<file path="src/rtl/id_issue_ctrl.sv">
// Scoreboard issue controller for ID: holds an instruction while any source or destination GPR has a pending long-latency write.
// Outputs are combinational from inputs and scoreboard state; the stall statistics counter is registered.
module id_issue_ctrl #(
  parameter int CNT_W   = 3,
  parameter int MAX_LAT = 4,
  parameter int STAT_W  = 16
) (
  input  logic              clk,
  input  logic              rst,
  input  logic              id_valid_i,
  input  logic              id_readEnable1_i,
  input  logic [4:0]        id_readAddr1_i,
  input  logic              id_readEnable2_i,
  input  logic [4:0]        id_readAddr2_i,
  input  logic              id_writeEnable_i,
  input  logic [4:0]        id_writeAddr_i,
  input  logic [CNT_W-1:0]  id_lat_i,
  input  logic              ex_stallreq_i,
  input  logic              flush_i,
  output logic [5:0]        stall_o,
  output logic              issue_o,
  output logic [31:0]       busy_o,
  output logic [STAT_W-1:0] stall_cnt_o
);

  localparam logic [CNT_W-1:0] MAX_LAT_C = CNT_W'(MAX_LAT);

  logic [CNT_W-1:0]  cnt [32];
  logic [31:0]       busy;
  logic [STAT_W-1:0] stall_cnt;
  logic              raw1, raw2, waw, hazard, hz_stall;
  logic [CNT_W-1:0]  lat_eff;

  always_comb begin
    for (int r = 0; r < 32; r++) busy[r] = (cnt[r] != '0);
  end

  assign raw1    = id_readEnable1_i & (id_readAddr1_i != 5'd0) & busy[id_readAddr1_i];
  assign raw2    = id_readEnable2_i & (id_readAddr2_i != 5'd0) & busy[id_readAddr2_i];
  assign waw     = id_writeEnable_i & (id_writeAddr_i != 5'd0) & busy[id_writeAddr_i];
  assign hazard  = id_valid_i & (raw1 | raw2 | waw);
  assign lat_eff = (id_lat_i > MAX_LAT_C) ? MAX_LAT_C : id_lat_i;

  // Flush beats EX stall beats local hazard; everything is forced quiet in reset.
  always_comb begin
    stall_o  = 6'b000000;
    issue_o  = 1'b0;
    hz_stall = 1'b0;
    if (rst) begin
      stall_o = 6'b000000;
    end else if (flush_i) begin
      stall_o = 6'b000000;
    end else if (ex_stallreq_i) begin
      stall_o = 6'b001111;
    end else if (hazard) begin
      stall_o  = 6'b000111;
      hz_stall = 1'b1;
    end else begin
      issue_o = id_valid_i;
    end
  end

  // A new load on a register overrides its decrement; in-flight counts keep draining during any stall.
  always_ff @(posedge clk) begin
    if (rst) begin
      for (int r = 0; r < 32; r++) cnt[r] <= '0;
    end else begin
      cnt[0] <= '0;
      for (int r = 1; r < 32; r++) begin
        if (issue_o && id_writeEnable_i && (id_writeAddr_i == r[4:0]) && (id_lat_i != '0))
          cnt[r] <= lat_eff;
        else if (cnt[r] != '0)
          cnt[r] <= cnt[r] - 1'b1;
      end
    end
  end

  always_ff @(posedge clk) begin
    if (rst)
      stall_cnt <= '0;
    else if (hz_stall && (stall_cnt != {STAT_W{1'b1}}))
      stall_cnt <= stall_cnt + 1'b1;
  end

  assign busy_o      = rst ? 32'd0 : busy;
  assign stall_cnt_o = rst ? '0 : stall_cnt;

endmodule
</file>
<file path="config.mk">
export PLATFORM = sky130hd
export DESIGN_NAME = id_issue_ctrl
export DESIGN_NICKNAME = d
export VERILOG_FILES = /design/src/rtl/id_issue_ctrl.sv
export SDC_FILE = /design/constraint.sdc
export NUM_CORES = 1
export LEC_CHECK = 0
export CORE_ASPECT_RATIO = 1.1
export CORE_UTILIZATION = 60
export CTS_CLUSTER_SIZE = 14
export DETAILED_ROUTE_END_ITERATION = 10
export GPL_TIMING_DRIVEN = 1
export HOLD_SLACK_MARGIN = 0.02
export PLACE_DENSITY_LB_ADDON = 0.3
export SKIP_CTS_REPAIR_TIMING = 1
export SYNTH_ARGS = -nofsm -noshare
export SYNTH_HDL_FRONTEND = slang
export SYNTH_SLANG_ARGS = --single-unit
export TNS_END_PERCENT = 100
</file>
<file path="constraint.sdc">
create_clock -name clk -period 8.7 [get_ports clk]
set_input_delay 1.74 -clock clk [delete_from_list [all_inputs] [get_ports clk]]
set_output_delay 1.74 -clock clk [all_outputs]
set_load 0.03 [all_outputs]
</file>
* Yosys cells after proc, flatten, opt, wreduce, memory -nomap -nowiden *
Memory sizes are Yosys's and may differ from the RTL's.
Cells that the tools add are included.

storage, ports and cells
  register bits after elaboration = 16
  RAM bits = 96
  output and inout port bits = 55
  word-level logic and storage cells = 546
  memories = 1

operators by class
  reductions and logical operators = 100
  add/sub/neg operators = 32
  order comparisons = 4
  multiplexer cells = 304
  bitwise logic cells = 72
  equality and inequality tests = 32

memory list
  name  depth  width  rd ports  clocked after memory_dff  wr ports  line  source
  cnt   32     3      32        0                         32        28    logic [CNT_W-1:0] cnt [32];

operator list
  cell                                                                   count
  1-bit two-way mux                                                      231
  3-bit two-way mux                                                      65
  3-bit nonzero test                                                     33
  3-bit by 1-bit subtractor with 3-bit output, second input constant     31
  5-bit equality test, second input constant                             16
  1-bit bitwise OR                                                       65
  1-bit logical AND                                                      64
  5-bit by 4-bit equality test with 1-bit output, second input constant  8
  32-bit two-way mux                                                     1
  5-bit by 3-bit equality test with 1-bit output, second input constant  4
  5-bit by 6-bit < comparator with 1-bit output, second input constant   3
  16-bit by 1-bit adder with 16-bit output, second input constant        1
  16-bit two-way mux                                                     1
  16-bit inequality test, second input constant                          1
  1-bit binary-select mux with 5-bit select                              3
  5-bit nonzero test                                                     3
  4-bit two-way mux                                                      3
  5-bit by 2-bit equality test with 1-bit output, second input constant  2
  1-bit bitwise AND                                                      7
  5-bit by 1-bit equality test with 1-bit output, second input constant  1
  3-bit > comparator, second input constant                              1

* Logic depth before layout (Yosys ltp) *
An unclocked memory read counts as a cell.

  depth in word-level cells = 20
  gate-level depth with buffers = 13
  depth with buffers taken out = 10

* Worst setup path after synthesis *
No wires, ideal clock.

  kind = input to output
  from = input port id_readAddr1_i[0]
  to = output port stall_o[1]
  arrival = 3.932 ns
  data required time = 6.960 ns
  slack = 3.028 ns
  stages on the path = 9
  cells stage by stage = buf_6 > mux4_2 > a211o_1 > a221o_1 > and3_4 > buf_2 > nor2b_1 > o21a_1 > buf_4

between the ends
  longest elaborated chain between the ends = 10
  elaborated cells on any way between the ends = 12

RTL lines
  item                                                                                    line  source
  start: declaration                                                                      12    input logic [4:0] id_readAddr1_i,
  1-bit binary-select mux with 5-bit select / 5-bit nonzero test (equally long branches)  38    assign raw1 = id_readEnable1_i & (id_readAddr1_i != 5'd0) & busy[id_readAddr1_i];
  1-bit two-way mux (implied by the code) / 1-bit bitwise AND (equally long branches)     38
  1-bit bitwise AND *                                                                     38
  1-bit bitwise OR * (2 in series)                                                        41    assign hazard = id_valid_i & (raw1 | raw2 | waw);
  1-bit bitwise AND *                                                                     41
  3-bit two-way mux *                                                                     55    end else if (hazard) begin
  4-bit two-way mux *                                                                     53    end else if (ex_stallreq_i) begin
  4-bit two-way mux *                                                                     51    end else if (flush_i) begin
  4-bit two-way mux *                                                                     49    if (rst) begin
  end: declaration                                                                        20    output logic [5:0] stall_o,

Every way passes the cells marked *; elsewhere a longest branch is shown, timed or not. The select of a mux whose other input is x is not followed.

* Final worst setup path *
  from = input port id_readAddr2_i[0]
  to = output port stall_o[1]

between the ends
  longest elaborated chain between the ends = 10
  elaborated cells on any way between the ends = 12

RTL lines
  item                                                                                    line  source
  start: declaration                                                                      14    input logic [4:0] id_readAddr2_i,
  1-bit binary-select mux with 5-bit select / 5-bit nonzero test (equally long branches)  39    assign raw2 = id_readEnable2_i & (id_readAddr2_i != 5'd0) & busy[id_readAddr2_i];
  1-bit two-way mux (implied by the code) / 1-bit bitwise AND (equally long branches)     39
  1-bit bitwise AND *                                                                     39
  1-bit bitwise OR * (2 in series)                                                        41
  1-bit bitwise AND *                                                                     41
  3-bit two-way mux *                                                                     55
  4-bit two-way mux *                                                                     53
  4-bit two-way mux *                                                                     51
  4-bit two-way mux *                                                                     49

Marked as above.

==> run_results.csv <==
group,metric,value,unit
clock_network,cts_sinks,109,
critical_path,path_common_cell,"clkdlybuf4s50_1",
timing,fin_setup_tns,0,ns
synthesis,synthArstFlopShare,0,%
routing,vias_per_cell,6.08,
floorplanning,start_util,62.3,%
synthesis,synth_area_leaders,"edfxtp_1 35%, ha_1 9.9%, nor2_1 5.7%",
pwr,peakVddDrop,217,uV
critical_path,setup.worst_path.end_class,"output port",
floorplanning,die_w,112,um
critical_path,critPathMaxFanout,22,
synthesis,synth_largest_area_cell,"edfxtp_1",
synthesis,synth.most_common_cell,"nor2_1",
critical_path,crit_arrival,5.03,ns
synthesis,ys_seq_area_share,39.2,%
final_layout,utilization,70.1,%
routing,drc_errors,3,
timing,slew_viol_final,0,
critical_path,critPathKind,"in -> out",
synthesis,synth.yosys.warnings,0,
critical_path,slowest_stage,"clkdlybuf4s50_1",
pwr,p_leak,0.00359,uW
place,gp_congestion,0.927,
final_layout,n_antenna_cell,0,
final_layout,layout-area-overhead-vs-synth,12.6,%
routing,first_pass_iters,9,
timing,worst_slew_pin_slew,0.880,ns
run,drv_cap,0,
synthesis,yosys-top-cells-count,"120 x nor2_1, 117 x inv_1, 93 x edfxtp_1, 74 x nand2_1, 63 x ha_1",
routing,ant_nets,0,
global_routing,gr-usage-all-layers,28.5,%
routing,routedWlPerCell,17.1,um
pwr,combPwrFrac,54.7,%
synthesis,synth-main-ff-cell,"edfxtp_1",
timing,hold_viol_final,0,
synthesis,synth-edff-count,93,
clock_network,cts_tree,"done",
synthesis,avgSynthCellArea,8.79,um2
timing,rsz0062_at_grt,"no",
pwr,power,2880,uW
place,hpwl,13300,um
timing,fmax,148,MHz
timing,final.setup_skew,0.0103,ns
clock_network,path_clk_slew,0.07,ns
pwr,internal_power,1700,uW
critical_path,path_buf_inv,2,
status,outcome,"finished with violations",
global_routing,grt-ovfl-total,0,
clock_network,cts_max_path_buffers,2,
critical_path,crit_family,"buffers and inverters",
floorplanning,core,12800,um2
routing,dr.first_iter.drc_count,759,
floorplanning,die_area,13700,um2
critical_path,crit_required,6.96,ns
hold_path,worstHoldPathCells,1,
timing,fin_crit_sh,77.9,%
routing,vias,6673,
clock_network,cts_buffers,9,
timing,min_period,6.77,ns
floorplanning,rows,43,
routing,wl,18800,um
pwr,power.switching,1180,uW
floorplanning,ios,81,
global_routing,antenna_found_initial,0,
hold_path,hp-class,"reg -> reg",
critical_path,start_kind,"primary input",
synthesis,synth_top_area_share,35.2,%
pwr,p_clk_share,13.5,%
critical_path,cp_slowest_stage_delay,0.74,ns
final_layout,fin_nets,1025,
pwr,swShare,41.1,%
global_routing,grt_pass1_wl,30200,um
pwr,p_per_area,322,nW/um2
final_layout,drive_above_1_share,7.76,%
status,violations,"DRC",
timing,finalSetupViolCount,0,
clock_network,cts_max_level,3,
synthesis,syn_inst,904,
synthesis,synthesis.area,7940,um2
clock_network,clk_latency,0.36,ns
critical_path,rr_worst_depth,9,
global_routing,first_global_vias,6114,
pwr,seqPwrFrac,31.7,%
place,port_buffers,77,
clock_network,root_buffer,"clkbuf_16",
critical_path,worstPathCellList,"clkdlybuf4s50_1 > mux4_2 > a2111oi_0 > o311ai_2 > and3_4 > nor2b_1 > o21a_1 > clkdlybuf4s50_1",
floorplanning,die_h,123,um
synthesis,ys_types,57,
timing,maxSlewHeadroom,41.3,%
global_routing,grt_start_max_net_pins,99,
critical_path,crit_cells,8,
synthesis,ys_ff_latch,109,
-- final cells by class --
type	count	area, um2
Multi-Input combinational cell	616	4110
Fill cell	978	3810
Sequential cell	109	3110
Timing Repair Buffer	83	813
Inverter	117	439
Clock buffer	12	246
Tap cell	157	196
Clock inverter	4	23.8
-- per-stage QoR --
step / worst slack [ns] / hold slack (ns) / instance area (um2) / instances
2_1_floorplan: 3.03 / 0.455 / 7950 / 906
3_3_place_gp: 1.97 / 0.483 / 8670 / 1082
3_5_place_dp: 1.93 / 0.486 / 8670 / 1082
4_1_cts: 1.92 / 0.509 / 8940 / 1098
5_1_grt: 1.67 / 0.530 / 8940 / 1098
6_report: 1.93 / 0.506 / 8940 / 1098
-- worst register-to-register path, cell delays in order (launching register included) --
cell and delay [ns]:
edfxtp_1 0.39, inv_1 0.07, ha_1 0.14, ha_1 0.39, mux4_2 0.32, a2bb2oi_1 0.15
a211oi_1 0.10, o311ai_2 0.41, nand4_1 0.62, o21ai_0 0.72
-- registers in the layout (all words and copies together) (netlist names) --
signal and count:
stall_cnt 16, cnt 93
-- kinds of logic after synthesis --
family / after synthesis / synth area share, %
compound gates: 152 / 11.4
other cells: 1 / 0.0472
flops: 109 / 39.2
mux: 46 / 8.57
fa+ha+maj: 63 / 9.92
buf+inv: 181 / 9.28
simple gates: 352 / 21.6
-- routing by layer --
metal / vias up / routed length [um] / GRT usage [%]
li1: 3219 / - / -
met4: 0 / 570 / 13.7
met5: - / 0 / 0
met1: 3071 / 7590 / 35.6
met2: 331 / 8870 / 47.8
met3: 52 / 1780 / 5.33
-- path summary, 6_finish.rpt --
kind                     startpoint      endpoint  slack [ns]
setup / recovery  id_readAddr2_i[0]    stall_o[1]        1.93
hold / removal         stall_cnt[0]  stall_cnt[0]        0.51
setup reg to reg         cnt[1][36]    cnt[1][24]        5.01
hold reg to reg        stall_cnt[0]  stall_cnt[0]        0.51
-- power by group through the flow --
stage / combinational [uW] / clock (uW) / sequential (uW)
2_1_floorplan: 1170 / 0 / 904
3_3_place_gp: 1500 / 0 / 915
3_5_place_dp: 1550 / 0 / 924
4_1_cts: 1560 / 393 / 913
5_1_grt: 1770 / 407 / 931
6_report: 1570 / 389 / 913
-- placed cells by master (no fill, tap or decap), types with 4 or more instances in the layout --
master,Yosys,final
edfxtp_1,93,93
buf_4,7,7
clkdlybuf4s50_1,0,76
nor4_1,7,7
nor3_1,20,19
nor2b_1,35,33
clkbuf_16,0,9
o22ai_1,48,48
o21ai_0,32,32
a21oi_1,48,48
or3_1,5,5
mux4_2,12,12
nand4_1,6,6
or2_2,19,19
nand2_1,74,74
dfxtp_1,16,16
nor2_1,120,120
mux2i_1,17,17
mux2_2,13,13
nand3_1,26,26
nand3b_1,19,19
a211oi_1,4,4
inv_1,117,117
ha_1,63,63
Note: power is estimated with default switching activity, not from simulation.
